==> src/rtl/cam_pkg.sv <==
// rtl/cam_pkg.sv - shared states, timing defaults and sizing helpers for the camera transmitter
// Contents:
//   cam_state_e      frame sequencer states (IDLE -> VSYNC -> VBACK -> ACTIVE -> VFRONT)
//   CAM_* constants  default VGA-style timing
//   cam_width()      counter width able to hold 0..max_val-1 (never zero bits)
//   cam_max()        larger of two integers, for sizing the shared row counter
package cam_pkg;

  localparam int CAM_H_ACTIVE    = 640;
  localparam int CAM_V_ACTIVE    = 480;
  localparam int CAM_H_BLANK     = 144;
  localparam int CAM_VSYNC_LINES = 3;
  localparam int CAM_V_BACK      = 17;
  localparam int CAM_V_FRONT     = 10;

  typedef enum logic [2:0] {
    IDLE   = 3'd0,
    VSYNC  = 3'd1,
    VBACK  = 3'd2,
    ACTIVE = 3'd3,
    VFRONT = 3'd4
  } cam_state_e;

  // $clog2(1) and $clog2(2) would give 0/1 bits; a counter always needs at least one.
  function automatic int cam_width(input int max_val);
    return (max_val <= 2) ? 1 : $clog2(max_val);
  endfunction

  function automatic int cam_max(input int a, input int b);
    return (a > b) ? a : b;
  endfunction

endpackage

==> src/rtl/cam_transmitter_if.sv <==
// rtl/cam_transmitter_if.sv - pixel input stream and camera output bus of the transmitter
// Signals:
//   enable_i       permits new frames to start
//   pixel_valid_i  pixel_i holds a valid RGB565 pixel
//   pixel_i        16-bit RGB565 pixel
//   pixel_ready_o  pixel buffer can accept a pixel
//   d_o            camera data byte D0-D7
//   vsync_o        VSYNC, active-high
//   href_o         HREF, high during active bytes
//   frame_done_o   one-cycle pulse on the last cycle of the front porch
//   underflow_o    sticky: a pixel was needed but the buffer was empty
// Modports: slave = transmitter side, master = pixel source / camera sink side.
interface cam_transmitter_if;

  logic        enable_i;
  logic        pixel_valid_i;
  logic [15:0] pixel_i;
  logic        pixel_ready_o;
  logic [7:0]  d_o;
  logic        vsync_o;
  logic        href_o;
  logic        frame_done_o;
  logic        underflow_o;

  modport slave (
    input  enable_i, pixel_valid_i, pixel_i,
    output pixel_ready_o, d_o, vsync_o, href_o, frame_done_o, underflow_o
  );

  modport master (
    output enable_i, pixel_valid_i, pixel_i,
    input  pixel_ready_o, d_o, vsync_o, href_o, frame_done_o, underflow_o
  );

endinterface

==> src/rtl/cam_timing_gen.sv <==
// rtl/cam_timing_gen.sv - frame sequencer with row/column counters and sync/slot strobes
// Ports:
//   pclk_i        pixel clock
//   rst_i         asynchronous active-high reset
//   enable_i      permits a new frame to start (sampled in IDLE and on the last VFRONT cycle)
//   vsync_o       high for the whole VSYNC state
//   href_o        high for the first 2*H_ACTIVE cycles of every ACTIVE line
//   hi_slot_o     href cycle that carries a pixel's high byte (even column)
//   frame_done_o  last cycle of the front porch
// All outputs are decoded from registered state, so they only move on pclk_i rising edges.
module cam_timing_gen
  import cam_pkg::*;
#(
  parameter int H_ACTIVE    = CAM_H_ACTIVE,
  parameter int V_ACTIVE    = CAM_V_ACTIVE,
  parameter int H_BLANK     = CAM_H_BLANK,
  parameter int VSYNC_LINES = CAM_VSYNC_LINES,
  parameter int V_BACK      = CAM_V_BACK,
  parameter int V_FRONT     = CAM_V_FRONT
) (
  input  logic pclk_i,
  input  logic rst_i,
  input  logic enable_i,
  output logic vsync_o,
  output logic href_o,
  output logic hi_slot_o,
  output logic frame_done_o
);

  localparam int LINE_LEN = 2 * H_ACTIVE + H_BLANK;
  localparam int COL_W    = cam_width(LINE_LEN);
  localparam int ROW_MAX  = cam_max(cam_max(VSYNC_LINES, V_BACK), cam_max(V_ACTIVE, V_FRONT));
  localparam int ROW_W    = cam_width(ROW_MAX);

  localparam logic [COL_W-1:0] COL_LAST  = COL_W'(LINE_LEN - 1);
  // Compared with <= so the bound still fits COL_W when H_BLANK is zero.
  localparam logic [COL_W-1:0] HREF_LAST = COL_W'(2 * H_ACTIVE - 1);

  localparam logic [ROW_W-1:0] ROW_VSYNC_LAST  = ROW_W'(VSYNC_LINES - 1);
  localparam logic [ROW_W-1:0] ROW_VBACK_LAST  = ROW_W'(V_BACK - 1);
  localparam logic [ROW_W-1:0] ROW_ACTIVE_LAST = ROW_W'(V_ACTIVE - 1);
  localparam logic [ROW_W-1:0] ROW_VFRONT_LAST = ROW_W'(V_FRONT - 1);

  cam_state_e       state_q, state_d;
  logic [COL_W-1:0] col_q, col_d;
  logic [ROW_W-1:0] row_q, row_d;
  logic [ROW_W-1:0] row_last;
  logic             line_last;
  logic             state_last;
  logic             href;

  always_ff @(posedge pclk_i or posedge rst_i) begin
    if (rst_i) begin
      state_q <= IDLE;
      col_q   <= '0;
      row_q   <= '0;
    end else begin
      state_q <= state_d;
      col_q   <= col_d;
      row_q   <= row_d;
    end
  end

  always_comb begin
    row_last   = '0;
    state_d    = state_q;
    col_d      = col_q;
    row_d      = row_q;

    case (state_q)
      VSYNC:   row_last = ROW_VSYNC_LAST;
      VBACK:   row_last = ROW_VBACK_LAST;
      ACTIVE:  row_last = ROW_ACTIVE_LAST;
      VFRONT:  row_last = ROW_VFRONT_LAST;
      default: row_last = '0;
    endcase

    line_last  = (col_q == COL_LAST);
    state_last = line_last && (row_q == row_last);

    if (state_q == IDLE) begin
      col_d = '0;
      row_d = '0;
      if (enable_i) begin
        state_d = VSYNC;
      end
    end else begin
      // Every state is a whole number of LINE_LEN lines; the row counter
      // restarts at each state boundary so it never exceeds the longest state.
      if (line_last) begin
        col_d = '0;
        row_d = state_last ? '0 : row_q + 1'b1;
      end else begin
        col_d = col_q + 1'b1;
      end

      if (state_last) begin
        case (state_q)
          VSYNC:   state_d = VBACK;
          VBACK:   state_d = ACTIVE;
          ACTIVE:  state_d = VFRONT;
          // enable_i only matters here, so a frame in flight always completes.
          VFRONT:  state_d = enable_i ? VSYNC : IDLE;
          default: state_d = IDLE;
        endcase
      end
    end
  end

  assign href         = (state_q == ACTIVE) && (col_q <= HREF_LAST);
  assign href_o       = href;
  assign hi_slot_o    = href && !col_q[0];
  assign vsync_o      = (state_q == VSYNC);
  assign frame_done_o = (state_q == VFRONT) && state_last;

endmodule

==> src/rtl/cam_transmitter.sv <==
// rtl/cam_transmitter.sv - RGB565 pixel stream to 8-bit DVP-style camera bus transmitter
// Ports:
//   pclk_i  pixel clock; every output changes only on its rising edge
//   rst_i   asynchronous active-high reset; aborts any frame in progress
//   bus     cam_transmitter_if.slave: enable_i, pixel_valid_i/pixel_i/pixel_ready_o in,
//           d_o, vsync_o, href_o, frame_done_o, underflow_o out
// The timing generator owns the frame sequence; this level holds the one-pixel
// buffer, the low-byte holding register and the sticky underflow flag.
module cam_transmitter
  import cam_pkg::*;
#(
  parameter int H_ACTIVE    = CAM_H_ACTIVE,
  parameter int V_ACTIVE    = CAM_V_ACTIVE,
  parameter int H_BLANK     = CAM_H_BLANK,
  parameter int VSYNC_LINES = CAM_VSYNC_LINES,
  parameter int V_BACK      = CAM_V_BACK,
  parameter int V_FRONT     = CAM_V_FRONT
) (
  input logic             pclk_i,
  input logic             rst_i,
  cam_transmitter_if.slave bus
);

  logic        vsync;
  logic        href;
  logic        hi_slot;
  logic        frame_done;

  logic [15:0] buf_data;
  logic        buf_valid;
  logic [7:0]  lo_byte;
  logic        underflow;
  logic        load;
  logic [7:0]  d_byte;

  cam_timing_gen #(
    .H_ACTIVE    (H_ACTIVE),
    .V_ACTIVE    (V_ACTIVE),
    .H_BLANK     (H_BLANK),
    .VSYNC_LINES (VSYNC_LINES),
    .V_BACK      (V_BACK),
    .V_FRONT     (V_FRONT)
  ) u_timing (
    .pclk_i       (pclk_i),
    .rst_i        (rst_i),
    .enable_i     (bus.enable_i),
    .vsync_o      (vsync),
    .href_o       (href),
    .hi_slot_o    (hi_slot),
    .frame_done_o (frame_done)
  );

  // The buffer accepts in any state, including IDLE and blanking, so the
  // first pixel of each line is already waiting when href rises.
  assign load = bus.pixel_valid_i && !buf_valid;

  always_ff @(posedge pclk_i or posedge rst_i) begin
    if (rst_i) begin
      buf_data  <= '0;
      buf_valid <= 1'b0;
      lo_byte   <= '0;
      underflow <= 1'b0;
    end else begin
      // The high byte goes out straight from the buffer; the low byte is
      // parked so the buffer is free to refill during the low-byte cycle.
      if (hi_slot) begin
        lo_byte <= buf_valid ? buf_data[7:0] : 8'h00;
        if (!buf_valid) begin
          underflow <= 1'b1;
        end
      end

      // load implies buf_valid was 0, so it never collides with a drain.
      if (load) begin
        buf_data  <= bus.pixel_i;
        buf_valid <= 1'b1;
      end else if (hi_slot) begin
        buf_valid <= 1'b0;
      end
    end
  end

  // An empty buffer at a high-byte slot sends a 0x00,0x00 pixel; timing is untouched.
  always_comb begin
    d_byte = 8'h00;
    if (hi_slot) begin
      d_byte = buf_valid ? buf_data[15:8] : 8'h00;
    end else if (href) begin
      d_byte = lo_byte;
    end
  end

  assign bus.pixel_ready_o = !buf_valid;
  assign bus.d_o           = d_byte;
  assign bus.vsync_o       = vsync;
  assign bus.href_o        = href;
  assign bus.frame_done_o  = frame_done;
  assign bus.underflow_o   = underflow;

endmodule

==> src/flat_wrapper.sv <==
// flat-port wrapper written by rule: the top's interface ports become plain ports
module cam_transmitter_flat import cam_pkg::*;
#(
  parameter int H_ACTIVE    = CAM_H_ACTIVE,
  parameter int V_ACTIVE    = CAM_V_ACTIVE,
  parameter int H_BLANK     = CAM_H_BLANK,
  parameter int VSYNC_LINES = CAM_VSYNC_LINES,
  parameter int V_BACK      = CAM_V_BACK,
  parameter int V_FRONT     = CAM_V_FRONT
)
  (pclk_i, rst_i, bus_enable_i, bus_pixel_valid_i, bus_pixel_i, bus_pixel_ready_o, bus_d_o, bus_vsync_o, bus_href_o, bus_frame_done_o, bus_underflow_o);
  cam_transmitter_if bus_i ();
  input logic pclk_i;
  input logic rst_i;
  input wire logic [$bits(bus_i.enable_i)-1:0] bus_enable_i;
  input wire logic [$bits(bus_i.pixel_valid_i)-1:0] bus_pixel_valid_i;
  input wire logic [$bits(bus_i.pixel_i)-1:0] bus_pixel_i;
  output wire logic [$bits(bus_i.pixel_ready_o)-1:0] bus_pixel_ready_o;
  output wire logic [$bits(bus_i.d_o)-1:0] bus_d_o;
  output wire logic [$bits(bus_i.vsync_o)-1:0] bus_vsync_o;
  output wire logic [$bits(bus_i.href_o)-1:0] bus_href_o;
  output wire logic [$bits(bus_i.frame_done_o)-1:0] bus_frame_done_o;
  output wire logic [$bits(bus_i.underflow_o)-1:0] bus_underflow_o;
  assign bus_i.enable_i = bus_enable_i;
  assign bus_i.pixel_valid_i = bus_pixel_valid_i;
  assign bus_i.pixel_i = bus_pixel_i;
  assign bus_pixel_ready_o = bus_i.pixel_ready_o;
  assign bus_d_o = bus_i.d_o;
  assign bus_vsync_o = bus_i.vsync_o;
  assign bus_href_o = bus_i.href_o;
  assign bus_frame_done_o = bus_i.frame_done_o;
  assign bus_underflow_o = bus_i.underflow_o;
  cam_transmitter #(.H_ACTIVE(H_ACTIVE), .V_ACTIVE(V_ACTIVE), .H_BLANK(H_BLANK), .VSYNC_LINES(VSYNC_LINES), .V_BACK(V_BACK), .V_FRONT(V_FRONT)) u_core (.pclk_i(pclk_i), .rst_i(rst_i), .bus(bus_i));
endmodule
==> config.mk <==
export PLATFORM = sky130hd
export DESIGN_NAME = cam_transmitter_flat
export DESIGN_NICKNAME = d
export VERILOG_FILES = /design/src/rtl/cam_pkg.sv /design/src/rtl/cam_transmitter_if.sv /design/src/rtl/cam_timing_gen.sv /design/src/rtl/cam_transmitter.sv /design/src/flat_wrapper.sv
export SDC_FILE = /design/constraint.sdc
export NUM_CORES = 1
export LEC_CHECK = 0
export ABC_AREA = 1
export ABC_CLOCK_PERIOD_IN_PS = 1870
export BUFFER_PORTS_ARGS = -buffer_cell sky130_fd_sc_hd__buf_2
export CELL_PAD_IN_SITES_DETAIL_PLACEMENT = 1
export CELL_PAD_IN_SITES_GLOBAL_PLACEMENT = 1
export CORE_ASPECT_RATIO = 0.6
export CORE_MARGIN = 3
export CORE_UTILIZATION = 43
export DETAILED_ROUTE_END_ITERATION = 8
export PLACE_DENSITY = 0.81
export REMOVE_ABC_BUFFERS = 1
export SLEW_MARGIN = 10
export SYNTH_ARGS = -nofsm -noshare
export SYNTH_HDL_FRONTEND = slang
export SYNTH_SLANG_ARGS = --single-unit
export TNS_END_PERCENT = 1
==> constraint.sdc <==
create_clock -name pclk_i -period 1.87 [get_ports pclk_i]
set_input_delay 0.0935 -clock pclk_i [delete_from_list [all_inputs] [get_ports pclk_i]]
set_output_delay 0.0935 -clock pclk_i [all_outputs]
set_load 0.1 [all_outputs]
==> results of run 1 <==
## metrics by stage
step                      instance area [sq um]  hold slack, ns  TNS (ns)  total power, uW
final                                      3400         0.00312     -4.56             2020
after global routing                       3400       -0.000384     -6.31             2080
after CTS                                  3260         0.00959     -2.54             2030
after detailed placement                   3010           0.159    -0.165             1130
after global placement                     3010           0.154         0             1130
after floorplan                            2490           0.244    -13.52             1100
## worst paths after layout
kind                            cells after the start                                from                             endpoint
worst max-delay path                               10  u_core.u_timing.col_q[1]$_DFF_PP0_                           bus_d_o[7]
worst min-delay path                                2                      bus_pixel_i[8]       u_core.buf_data[8]$_DFFE_PP0P_
min in group asynchronous                           4                               rst_i         u_core.buf_valid$_DFFE_PP0P_
worst max register to register                     13  u_core.u_timing.col_q[2]$_DFF_PP0_        u_core.lo_byte[2]$_DFFE_PP0N_
worst min register to register                      2  u_core.bus.underflow_o$_DFFE_PP0P_   u_core.bus.underflow_o$_DFFE_PP0P_
max in group asynchronous                           4                               rst_i  u_core.u_timing.col_q[10]$_DFF_PP0_
## final cells by class
class,instances,share of cell area (%)
Multi-Input combinational cell,224,39.2
Clock inverter,3,1.91
Timing Repair Buffer,55,14.6
Sequential cell,49,36.3
Clock buffer,5,2.02
Tap cell,80,2.94
Inverter,26,3.02
## critical path, cell delays in order, from the launching register on
cell and delay [ns]:
dfrtp_2 0.43, ha_4 0.17, nand3_4 0.09, nor2_4 0.12
nand3_2 0.10, nand3_2 0.12, nand2_4 0.10, nor2_8 0.23
nand3_2 0.13, nand2_2 0.10, buf_12 0.17
## repair_timing
item	CTS	global route
resized for setup	16	28
hold buffers	1	0
endpoints found under the hold margin	49	0
buffers inserted	6	4
endpoints found under the setup margin	11	28
pin swaps	3	9
gates cloned	1	0
## routing by layer
metal	routed length, um	part of all wire (%)	track usage (%)	up-vias
met5	0	0	0	-
met4	262	2.9	7.20	0
met3	516	5.6	5.00	25
met2	4550	50	42.0	99
met1	3810	42	33.8	1215
li1	-	-	-	1112
## synth_stat cells, types with 2 or more instances
cell,n,area [sq um]
a31oi_1,2,12.5
nor2_1,30,113
nand2_1,84,315
nor2_2,4,25.0
or2_2,2,12.5
a21oi_1,9,45.0
ha_1,2,25.0
nand3_1,36,180
o21ai_0,11,55.1
mux2_2,16,180
buf_6,2,22.5
nand4_1,6,37.5
xor2_1,4,35.0
nor3b_1,2,15.0
nor3_1,3,15.0
dfrtp_1,49,1230
nand2_2,4,25.0
inv_1,23,86.3
inv_2,3,11.3
nand3_2,2,20.0
buf_2,4,20.0
## registers in the layout (all words and copies together), names as in the netlist
| signal | flops |
|---|---|
| u_core.buf_data | 16 |
| u_core.u_timing.col_q | 11 |
| u_core.u_timing.row_q | 9 |
| u_core.lo_byte | 8 |
| u_core.u_timing.state_q | 3 |
| u_core.buf_valid | 1 |
| u_core.bus.underflow_o | 1 |
## power groups by stage
stage | registers (uW) | logic, uW | clock network, uW
after floorplan | 1080 | 16.7 | 0
after global placement | 1080 | 47.3 | 0
after detailed placement | 1080 | 49.0 | 0
after CTS | 1060 | 50.6 | 918
after global routing | 1060 | 54.7 | 968
final | 1060 | 48.8 | 915
## kinds of logic (layout without fill, tap and decap cells)
family,after synthesis,after routing
muxes,16,16
adders and majority gates,2,2
DFF,49,49
and+or+nand+nor,177,178
xor gates and xnor gates,4,4
AOI/OAI and AO/OA,24,24
buffers and inverters,34,89
==> insert_results.sql, run 1 <==
INSERT INTO impl_metrics (metric_group, metric, value, unit) VALUES
('outcome', 'run_status', 'finished, violations left', ''),
('outcome', 'failed_checks', 'negative setup slack', ''),
('drt', 'drt_wl_total', '9130', 'um'),
('timing', 'setup_ws', '-0.318', 'ns'),
('yosys', 'count_of_yosys_warnings_during_synthesis', '0', ''),
('clock_tree', 'clock_tree.root_cell', 'clkbuf_8', ''),
('yosys', 'synth_top_flop_cell', 'dfrtp_1', ''),
('drt', 'detail_route.drc_violations', '0', ''),
('clock_tree', 'cts_sinks', '49', ''),
('finish', 'antennaDiodeCount', '0', ''),
('critical_path', 'timing.critical_path.from_type', 'flop', ''),
('finish', 'post_route_cells_drive_above_1_share', '35.4', '%'),
('die', 'die_h', '65.6', 'um'),
('finish', 'area_growth', '33.5', '%'),
('die', 'count_of_standard_cell_rows', '21', ''),
('timing', 'slew_headroom', '66.4', '%'),
('critical_path', 'worst-endpoint-required', '1.78', 'ns'),
('finish', 'multi_input_area', '1330', 'sq um'),
('critical_path', 'timing.reg2reg.setup_slack', '-0.30', 'ns'),
('placement', 'gp_congestion', '0.793', ''),
('run', 'max_cap_viol_count', '0', ''),
('clock_tree', 'ctsLongestPathBuffers', '2', ''),
('power', 'power.static_leakage', '0.00172', 'uW'),
('die', 'die_area', '6910', 'sq um'),
('yosys', 'synth_area_per_cell', '8.32', 'sq um'),
('critical_path', 'timing.critical_path.fanout_max', '7', ''),
('placement', 'pre_cts_slack', '-0.0393', 'ns'),
('global_routing', 'antenna_found_initial', '0', ''),
('yosys', 'synthMuxAreaShare', '7.08', '%'),
('timing', 'rsz0062_at_grt', 'yes', ''),
('clock_tree', 'tritoncts', 'done', ''),
('placement', 'placedCellCount', '422', ''),
('drt', 'initialDrtViolationCount', '189', ''),
('timing', 'worstMarginPinSlew', '0.507', 'ns'),
('global_routing', 'largest_net_degree_at_the_start_of_global_routing', '50', ''),
('power', 'ir_drop', '373', 'uV'),
('yosys', 'yosys.cell_types.count', '29', ''),
('finish', 'layout_common_cells', 'nand2_1, dfrtp_1, nor2_1', ''),
('finish', 'num-nets-final', '383', ''),
('power', 'share_clk_of_total_power', '45.2', '%'),
('timing', 'min_period_over_period', '117', '%'),
('timing', 'setup_viol', '20', ''),
('yosys', 'post_synth_fa_ha_maj_area_fraction', '0.983', '%'),
('timing', 'post_layout_minimum_cycle_time', '2.19', 'ns'),
('timing', 'report.final.slew_viol_count', '0', ''),
('die', 'core-area', '5650', 'sq um'),
('clock_tree', 'number_of_buffers_created_by_cts', '5', ''),
('yosys', 'synth_enable_flop_cells', '0', ''),
('clock_tree', 'worstSkewPairLatency', '0.32', 'ns'),
('yosys', 'synth_xor_xnor_area_share', '1.38', '%'),
('drt', 'firstDrtPassIters', '4', ''),
('yosys', 'synthesis.instances', '306', ''),
('yosys', 'synth.yosys.seq_area_share', '48.2', '%'),
('drt', 'route.vias.total', '2451', ''),
('yosys', 'synth_top_family_by_area', 'simple AND/OR/NAND/NOR gates', ''),
('yosys', 'ys_ff_latch', '49', ''),
('critical_path', 'critPathKind', 'reg2out', ''),
('clock_tree', 'h_tree_levels', '2', ''),
('placement', 'portBuffers', '32', ''),
('power', 'pwr_density_cell', '595', 'nW/um^2'),
('global_routing', 'globalRoute.totalOverflow', '0', ''),
('placement', 'dpl.hpwl', '5320', 'um'),
('drt', 'wire_per_inst', '20.7', 'um'),
('drt', 'antenna_violating_nets_left', '0', ''),
('power', 'power.switching_fraction', '20.4', '%'),
('power', 'power.share.sequential', '52.3', '%'),
('finish', 'post-route-util', '60.2', '%'),
('die', 'top_level_ports', '33', ''),
('finish', 'fin_cells', '442', ''),
('finish', 'most_common_cell_after_layout_fill_and_taps_aside', 'nand2_1', ''),
('die', 'die_w', '105', 'um');
No activity file was read; power rests on OpenSTA's default activity.
==> run 2: changes to the inputs <==
--- a/config.mk
+++ b/config.mk
@@ -12,9 +12,10 @@
 export CELL_PAD_IN_SITES_GLOBAL_PLACEMENT = 1
 export CORE_ASPECT_RATIO = 0.6
 export CORE_MARGIN = 3
-export CORE_UTILIZATION = 43
+export CORE_UTILIZATION = 45
+export CTS_BUF_LIST = sky130_fd_sc_hd__clkbuf_2
 export DETAILED_ROUTE_END_ITERATION = 8
-export PLACE_DENSITY = 0.81
+export PLACE_DENSITY = 0.84
 export REMOVE_ABC_BUFFERS = 1
 export SLEW_MARGIN = 10
 export SYNTH_ARGS = -nofsm -noshare
==> run 2 against run 1 <==
Against the previous run:
- the flow still finishes with violations (negative setup slack)
- power is 21% lower
- global-route usage is 4.4 points higher
- via count is 4.0% higher
- core utilization is 6.3 points higher
- first-iteration DRC count is 7.4% lower
- sequential cell count stayed put
- largest power group unchanged
==> insert_results.sql, run 2 (same netlist as run 1, synthesis figures left out) <==
INSERT INTO impl_metrics (metric_group, metric, value, unit) VALUES
('critical_path', 'critPathArrivalTime', '2.25', 'ns'),
('critical_path', 'cp-end-kind', 'output pin', ''),
('finish', 'num-nets-final', '403', ''),
('finish', 'most_common_cell_after_layout_fill_and_taps_aside', 'nand2_1', ''),
('placement', 'pre_cts_slack', '-0.00617', 'ns'),
('clock_tree', 'h_tree_levels', '2', ''),
('power', 'power.switching_fraction', '24.9', '%'),
('finish', 'antennaDiodeCount', '0', ''),
('drt', 'drt_wl_total', '9520', 'um'),
('placement', 'portBuffers', '32', ''),
('global_routing', 'globalRoute.totalOverflow', '0', ''),
('clock_tree', 'cts_sinks', '49', ''),
('timing', 'worst_clock_skew', '0.0613', 'ns'),
('finish', 'postLayoutCellArea', '3490', 'sq um'),
('critical_path', 'timing.critical_path.fanout_max', '9', ''),
('timing', 'report.final.slew_viol_count', '0', ''),
('power', 'intPower', '1210', 'uW'),
('placement', 'dpl.hpwl', '5070', 'um'),
('clock_tree', 'clk_pin_slew_worst_paths', '0.30', 'ns'),
('die', 'die_area', '6630', 'sq um'),
('power', 'ir_drop', '367', 'uV'),
('clock_tree', 'clock_tree.root_cell', 'clkbuf_2', ''),
('finish', 'fillerInstances', '614', ''),
('critical_path', 'timing.critical_path.from_type', 'flop', ''),
('timing', 'timing.final.hold_violations', '0', ''),
('timing', 'max_clock_freq', '427', 'MHz'),
('drt', 'wire_per_inst', '21.3', 'um'),
('clock_tree', 'worstSkewPairLatency', '0.44', 'ns'),
('global_routing', 'track_usage', '29.6', '%'),
('min_path', 'path_category_of_the_worst_min_delay_check', 'in2reg', ''),
('outcome', 'run_status', 'finished, violations left', ''),
('drt', 'route.vias.total', '2548', ''),
('clock_tree', 'number_of_buffers_created_by_cts', '5', ''),
('timing', 'post_layout_minimum_cycle_time', '2.34', 'ns'),
('timing', 'min_period_over_period', '125', '%'),
('die', 'die_w', '103', 'um'),
('placement', 'dpl_cell_area', '2980', 'sq um'),
('finish', 'largest_register_ffs', '16', ''),
('power', 'power.share.sequential', '66.3', '%'),
('critical_path', 'worst-endpoint-required', '1.78', 'ns'),
('outcome', 'failed_checks', 'negative setup slack', ''),
('drt', 'detail_route.vias_per_cell', '5.69', ''),
('die', 'core-area', '5260', 'sq um'),
('die', 'top_level_ports', '33', ''),
('global_routing', 'grt_pass1_wl', '14700', 'um'),
('power', 'power', '1600', 'uW'),
('timing', 'slew_headroom', '56.8', '%'),
('die', 'initial_core_util', '48.5', '%'),
('finish', 'largest_register', 'u_core.buf_data', ''),
('global_routing', 'antenna_found_initial', '0', ''),
('timing', 'worstMarginPinSlew', '0.648', 'ns'),
('finish', 'reg.largest.list', 'u_core.buf_data: 16 flops, u_core.u_timing.col_q: 11 flops, u_core.u_timing.row_q: 9 flops', ''),
('global_routing', 'largest_net_degree_at_the_start_of_global_routing', '50', ''),
('run', 'max_cap_viol_count', '0', ''),
('power', 'combinational_cell_fraction_of_total_power', '4.6', '%'),
('global_routing', 'grt_pass1_vias', '2776', ''),
('timing', 'setup_viol', '23', ''),
('power', 'power.static_leakage', '0.00179', 'uW'),
('drt', 'antenna_violating_nets_left', '0', ''),
('finish', 'area_growth', '37.2', '%'),
('power', 'pwr_density_cell', '459', 'nW/um^2'),
('critical_path', 'critPathKind', 'reg2out', ''),
('clock_tree', 'tritoncts', 'done', ''),
('finish', 'layout_common_cells', 'nand2_1, dfrtp_1, nor2_1', ''),
('timing', 'rsz0062_at_grt', 'yes', ''),
('die', 'die_h', '64.3', 'um'),
('clock_tree', 'ctsLongestPathBuffers', '2', ''),
('drt', 'firstDrtPassIters', '4', ''),
('die', 'count_of_standard_cell_rows', '20', ''),
('timing', 'setup_ws', '-0.472', 'ns'),
('drt', 'detail_route.drc_violations', '0', ''),
('power', 'share_clk_of_total_power', '29.1', '%'),
('power', 'total_switching_power', '399', 'uW'),
('finish', 'post_route_cells_drive_above_1_share', '35.3', '%'),
('drt', 'initialDrtViolationCount', '175', ''),
('placement', 'gp_congestion', '0.873', ''),
('timing', 'fin_setup_tns', '-5.80', 'ns');
==> run 2: layout make-up <==
cell class	count	area (sq um)	share of cell area, %
multi-input cells	224	1340	38.5
inverters	26	105	3.01
clock buffers	7	35.0	1.00
repair buffers	75	688	19.7
clock inverters	1	7.51	0.215
flip-flops and latches	49	1230	35.2
well taps	66	82.6	2.36
==> run 2: worst max-delay path, stage by stage (launching register included) <==
cell     delay, ns
dfrtp_1       0.49
nand3_2       0.16
nor2_4        0.16
nand2_2       0.10
nor2_4        0.14
nand3_2       0.12
nand2_4       0.17
inv_4         0.09
nand3_1       0.11
nand2_2       0.08
buf_12        0.16
==> run 2: worst paths after layout <==
path / startpoint / end / slack [ns] / cells after the start
min reg2reg: u_core.bus.underflow_o$_DFFE_PP0P_ / u_core.bus.underflow_o$_DFFE_PP0P_ / 0.51 / 2
max: u_core.u_timing.col_q[2]$_DFF_PP0_ / bus_d_o[6] / -0.47 / 10
max in group asynchronous: rst_i / u_core.u_timing.state_q[1]$_DFFE_PP0P_ / 1.01 / 4
min: bus_enable_i / u_core.u_timing.state_q[0]$_DFFE_PP0P_ / 0.09 / 5
min in group asynchronous: rst_i / u_core.lo_byte[1]$_DFFE_PP0N_ / 0.32 / 4
max reg2reg: u_core.u_timing.col_q[2]$_DFF_PP0_ / u_core.lo_byte[4]$_DFFE_PP0N_ / -0.23 / 12
==> run 2: layer usage <==
| metal | vias to the layer above | wire (um) | GRT usage (%) | part of all wire (%) |
|---|---|---|---|---|
| met5 | - | 0 | 0 | 0 |
| met4 | 0 | 323 | 10.5 | 3.4 |
| met1 | 1278 | 3850 | 37.3 | 40 |
| met3 | 26 | 486 | 5.45 | 5.1 |
| li1 | 1146 | - | - | - |
| met2 | 98 | 4860 | 50.6 | 51 |
==> run 2: what timing repair did <==
item / in CTS / in global routing
buffers inserted: 10 / 6
cloned: 1 / 0
setup endpoints to repair: 10 / 32
endpoints found under the hold margin: 65 / 0
resized for setup: 29 / 18
hold buffers: 17 / 0
pin swaps: 8 / 11
==> run 2: power by group through the flow <==
| stage | clock network [uW] | logic [uW] | registers [uW] |
|---|---|---|---|
| 2_1_floorplan | 0 | 16.7 | 1080 |
| 3_3_place_gp | 0 | 43.6 | 1080 |
| 3_5_place_dp | 0 | 45.6 | 1080 |
| 4_1_cts | 452 | 72.6 | 1060 |
| 5_1_grt | 512 | 82.1 | 1060 |
| 6_report | 467 | 74.6 | 1060 |
==> run 2: through the flow <==
stage / instances / utilization [%] / hold slack [ns]
floorplan: 298 / - / 0.244
global placement: 406 / 56.6 / 0.292
detailed placement: 406 / 56.6 / 0.308
CTS: 442 / 64.2 / 0.0643
global route: 448 / 66.5 / 0.0890
finish: 448 / 66.5 / 0.0919
==> run 3: changes to the inputs <==
--- a/config.mk
+++ b/config.mk
@@ -5,14 +5,13 @@
 export SDC_FILE = /design/constraint.sdc
 export NUM_CORES = 1
 export LEC_CHECK = 0
-export ABC_AREA = 1
 export ABC_CLOCK_PERIOD_IN_PS = 1870
 export BUFFER_PORTS_ARGS = -buffer_cell sky130_fd_sc_hd__buf_2
 export CELL_PAD_IN_SITES_DETAIL_PLACEMENT = 1
 export CELL_PAD_IN_SITES_GLOBAL_PLACEMENT = 1
 export CORE_ASPECT_RATIO = 0.6
 export CORE_MARGIN = 3
-export CORE_UTILIZATION = 45
+export CORE_UTILIZATION = 46
 export CTS_BUF_LIST = sky130_fd_sc_hd__clkbuf_2
 export DETAILED_ROUTE_END_ITERATION = 8
 export PLACE_DENSITY = 0.84
==> run 3 against run 2 <==
Against the previous run:
- the flow still finishes with violations (negative setup slack)
- final area increased by 1.3%
- synthesized area unchanged
- sequential power increased by 23%
- clock skew decreased by 0.033 ns
- sequential cell count unchanged
- die area decreased by 2.0%
- synthesized cell count decreased by 12%
- clock power increased by 6.2%
- first-iteration DRC count increased by 18%
- largest power group unchanged
==> insert_results.sql, run 3 <==
INSERT INTO impl_metrics (metric_group, metric, value, unit) VALUES
('placement', 'dpl.hpwl', '5650', 'um'),
('critical_path', 'worst_path_largest_cell_delay', '0.50', 'ns'),
('critical_path', 'r2r_cells', '9', ''),
('placement', 'portBuffers', '32', ''),
('critical_path', 'cell_type_group_with_the_largest_total_delay_on_the_critical_path', 'simple AND/OR/NAND/NOR gates', ''),
('clock_tree', 'ctsLongestPathBuffers', '2', ''),
('power', 'total_switching_power', '670', 'uW'),
('global_routing', 'track_usage', '32.2', '%'),
('yosys', 'synth_top_flop_cell', 'dfrtp_1', ''),
('timing', 'setup_viol', '28', ''),
('finish', 'area_growth', '39.0', '%'),
('die', 'top_level_ports', '33', ''),
('finish', 'fillerInstances', '577', ''),
('clock_tree', 'cts_sinks', '49', ''),
('power', 'power.switching_fraction', '31.4', '%'),
('die', 'die_area', '6490', 'sq um'),
('die', 'core-area', '5200', 'sq um'),
('timing', 'min_period_over_period', '130', '%'),
('yosys', 'synthesis.instances', '270', ''),
('clock_tree', 'h_tree_levels', '2', ''),
('power', 'pwr_density_cell', '602', 'nW/um^2'),
('yosys', 'synth.cells.most_frequent', 'dfrtp_1, nor2_1, nand2_1, a21oi_1, nand3_1', ''),
('timing', 'timing.final.hold_violations', '0', ''),
('clock_tree', 'clock_tree.root_cell', 'clkbuf_2', ''),
('min_path', 'path_category_of_the_worst_min_delay_check', 'in2async', ''),
('yosys', 'synth_area_leaders', 'dfrtp_1, mux2_2, nor2_1', ''),
('drt', 'detail_route.vias_per_cell', '6.31', ''),
('placement', 'gp_congestion', '0.882', ''),
('yosys', 'synth.yosys.seq_area_share', '48.2', '%'),
('drt', 'initialDrtViolationCount', '207', ''),
('yosys', 'synth_largest_type_area_fraction', '48.2', '%'),
('clock_tree', 'clk_pin_slew_worst_paths', '0.31', 'ns'),
('critical_path', 'critPathArrivalTime', '2.34', 'ns'),
('yosys', 'netlist_area', '2550', 'sq um'),
('critical_path', 'timing.critical_path.from_type', 'flop', ''),
('finish', 'post_route_cells_drive_above_1_share', '38.4', '%'),
('die', 'count_of_standard_cell_rows', '20', ''),
('timing', 'worstMarginPinSlew', '0.566', 'ns'),
('timing', 'worst_clock_skew', '0.0287', 'ns'),
('finish', 'reg.largest.list', 'u_core.buf_data: 16 flops, u_core.u_timing.col_q: 11 flops, u_core.u_timing.row_q: 9 flops', ''),
('critical_path', 'reg2reg_from', 'u_core.u_timing.state_q[2]$_DFFE_PP0P_', ''),
('power', 'power.static_leakage', '0.00156', 'uW'),
('power', 'power.share.sequential', '60.8', '%'),
('finish', 'layout_common_cells', 'dfrtp_1, nor2_1, buf_4', ''),
('power', 'combinational_cell_fraction_of_total_power', '15.9', '%'),
('power', 'intPower', '1460', 'uW'),
('critical_path', 'worst-endpoint-required', '1.78', 'ns'),
('yosys', 'synth_enable_flop_cells', '0', ''),
('clock_tree', 'worstSkewPairLatency', '0.47', 'ns'),
('finish', 'most_common_cell_after_layout_fill_and_taps_aside', 'dfrtp_1', ''),
('yosys', 'ys_async_sr_fraction', '100', '%'),
('power', 'ir_drop', '440', 'uV'),
('critical_path', 'timing.critical_path.from', 'u_core.u_timing.state_q[2]$_DFFE_PP0P_', ''),
('critical_path', 'worst-path-buf-inv', '2', ''),
('global_routing', 'grt_pass1_wl', '15500', 'um'),
('finish', 'antennaDiodeCount', '0', ''),
('timing', 'setup_ws', '-0.559', 'ns'),
('yosys', 'yosys.cell_count.top_type', 'dfrtp_1', ''),
('power', 'share_clk_of_total_power', '23.3', '%'),
('drt', 'drt_wl_total', '11400', 'um'),
('timing', 'report.final.slew_viol_count', '0', ''),
('critical_path', 'timing.reg2reg.setup_slack', '-0.35', 'ns'),
('yosys', 'yosys.cell_types.count', '48', ''),
('outcome', 'failed_checks', 'negative setup slack', ''),
('finish', 'largest_register', 'u_core.buf_data', ''),
('yosys', 'ys_ff_latch', '49', ''),
('critical_path', 'path_cells', 'buf_4 > nand3b_1 > mux2i_2 > nor4_4 > nand3_2 > nor3_4 > buf_12', ''),
('clock_tree', 'tritoncts', 'done', ''),
('critical_path', 'cp-end-kind', 'output pin', ''),
('timing', 'slew_headroom', '62.2', '%'),
('timing', 'worst_hold_slack', '0.160', 'ns'),
('drt', 'firstDrtPassIters', '4', ''),
('critical_path', 'critical_path.reg2reg.endpoint', 'u_core.u_timing.state_q[0]$_DFFE_PP0P_', ''),
('finish', 'largest_register_ffs', '16', ''),
('outcome', 'run_status', 'finished, violations left', ''),
('timing', 'rsz0062_at_grt', 'yes', ''),
('finish', 'num-nets-final', '373', ''),
('timing', 'post_layout_minimum_cycle_time', '2.43', 'ns'),
('timing', 'max_clock_freq', '412', 'MHz'),
('critical_path', 'critPathKind', 'reg2out', ''),
('drt', 'detail_route.drc_violations', '0', ''),
('drt', 'antenna_violating_nets_left', '0', ''),
('global_routing', 'globalRoute.totalOverflow', '0', ''),
('clock_tree', 'number_of_buffers_created_by_cts', '5', ''),
('global_routing', 'grt_pass1_vias', '2753', ''),
('yosys', 'synth_area_per_cell', '9.43', 'sq um'),
('drt', 'route.vias.total', '2636', ''),
('die', 'die_w', '102', 'um'),
('finish', 'post-route-util', '68.0', '%'),
('critical_path', 'timing.critical_path.fanout_max', '2', ''),
('yosys', 'synth.largest_area_cell', 'dfrtp_1', ''),
('critical_path', 'worst_path_max_delay_cell', 'dfrtp_2', ''),
('yosys', 'count_of_yosys_warnings_during_synthesis', '0', ''),
('drt', 'wire_per_inst', '27.2', 'um'),
('die', 'initial_core_util', '48.9', '%'),
('global_routing', 'largest_net_degree_at_the_start_of_global_routing', '25', ''),
('die', 'die_h', '63.6', 'um'),
('global_routing', 'antenna_found_initial', '1', ''),
('run', 'max_cap_viol_count', '0', '');
[run 3: kinds of logic after synthesis]
kind of cell / after synthesis / synth area share, %
compound gates: 42 / 10.1
xor+xnor: 10 / 3.44
fa+ha+maj: 2 / 0.983
buf+inv: 23 / 5.55
flops: 49 / 48.2
mux: 18 / 7.86
simple gates: 126 / 23.9
[run 3: cell type report]
type                       instances  area (sq um)  area share [%]
sequential                        49          1230            34.8
inverter                           7          26.3           0.742
timing repair buffer              90           832            23.5
tap                               66          82.6            2.33
multi-input combinational        198          1330            37.5
clock buffer                       6          30.0           0.848
clock inverter                     2          10.0           0.283
[run 3: per-stage QoR]
| step | worst slack [ns] | instance area [sq um] | setup TNS [ns] | cells | power, uW |
|---|---|---|---|---|---|
| after detailed placement | -0.0531 | 3040 | -0.115 | 381 | 1570 |
| after floorplan | -1.79 | 2430 | -10.36 | 254 | 1460 |
| after global routing | -0.650 | 3540 | -9.66 | 418 | 2210 |
| final | -0.559 | 3540 | -7.35 | 418 | 2130 |
| after CTS | -0.447 | 3390 | -3.39 | 414 | 2040 |
| after global placement | 0.0417 | 3040 | 0 | 381 | 1540 |
[run 3: worst max-delay path by stage]
stage                             to  cells after the start  slack [ns]
floorplan           bus_frame_done_o                      5       -1.79
global placement    bus_frame_done_o                      6        0.04
detailed placement  bus_frame_done_o                      6       -0.05
CTS                 bus_frame_done_o                      6       -0.45
global route        bus_frame_done_o                      7       -0.65
finish              bus_frame_done_o                      7       -0.56
[run 3: worst register-to-register path: cells and delay by family, from the launching register on]
| family | cells | cell delay (ns) |
|---|---|---|
| flops | 1 | 0.50 |
| compound gates | 1 | 0.12 |
| buf+inv | 3 | 0.48 |
| simple gates | 3 | 0.63 |
| mux | 2 | 0.41 |
[run 3: power groups by stage]
stage | logic, uW | clock network (uW) | registers (uW)
detailed placement | 276 | 0 | 1300
global route | 371 | 527 | 1310
CTS | 309 | 449 | 1280
finish | 339 | 496 | 1300
global placement | 254 | 0 | 1280
floorplan | 197 | 0 | 1270
[run 3: timing repair]
item                                    4_1_cts  5_1_grt
gates resized for setup                      17       29
endpoints found under the setup margin       27       41
pin swaps                                     6       13
endpoints found under the hold margin        39        0
hold buffers                                 18        0
setup buffers                                 7        4
[run 3: layer usage]
layer / vias to the layer above / track usage, % / wire length [um]
met5: - / 0 / 13
met1: 1318 / 41.1 / 4380
met2: 177 / 53.2 / 5560
met3: 62 / 5.97 / 859
li1: 1077 / - / -
met4: 2 / 14.2 / 559
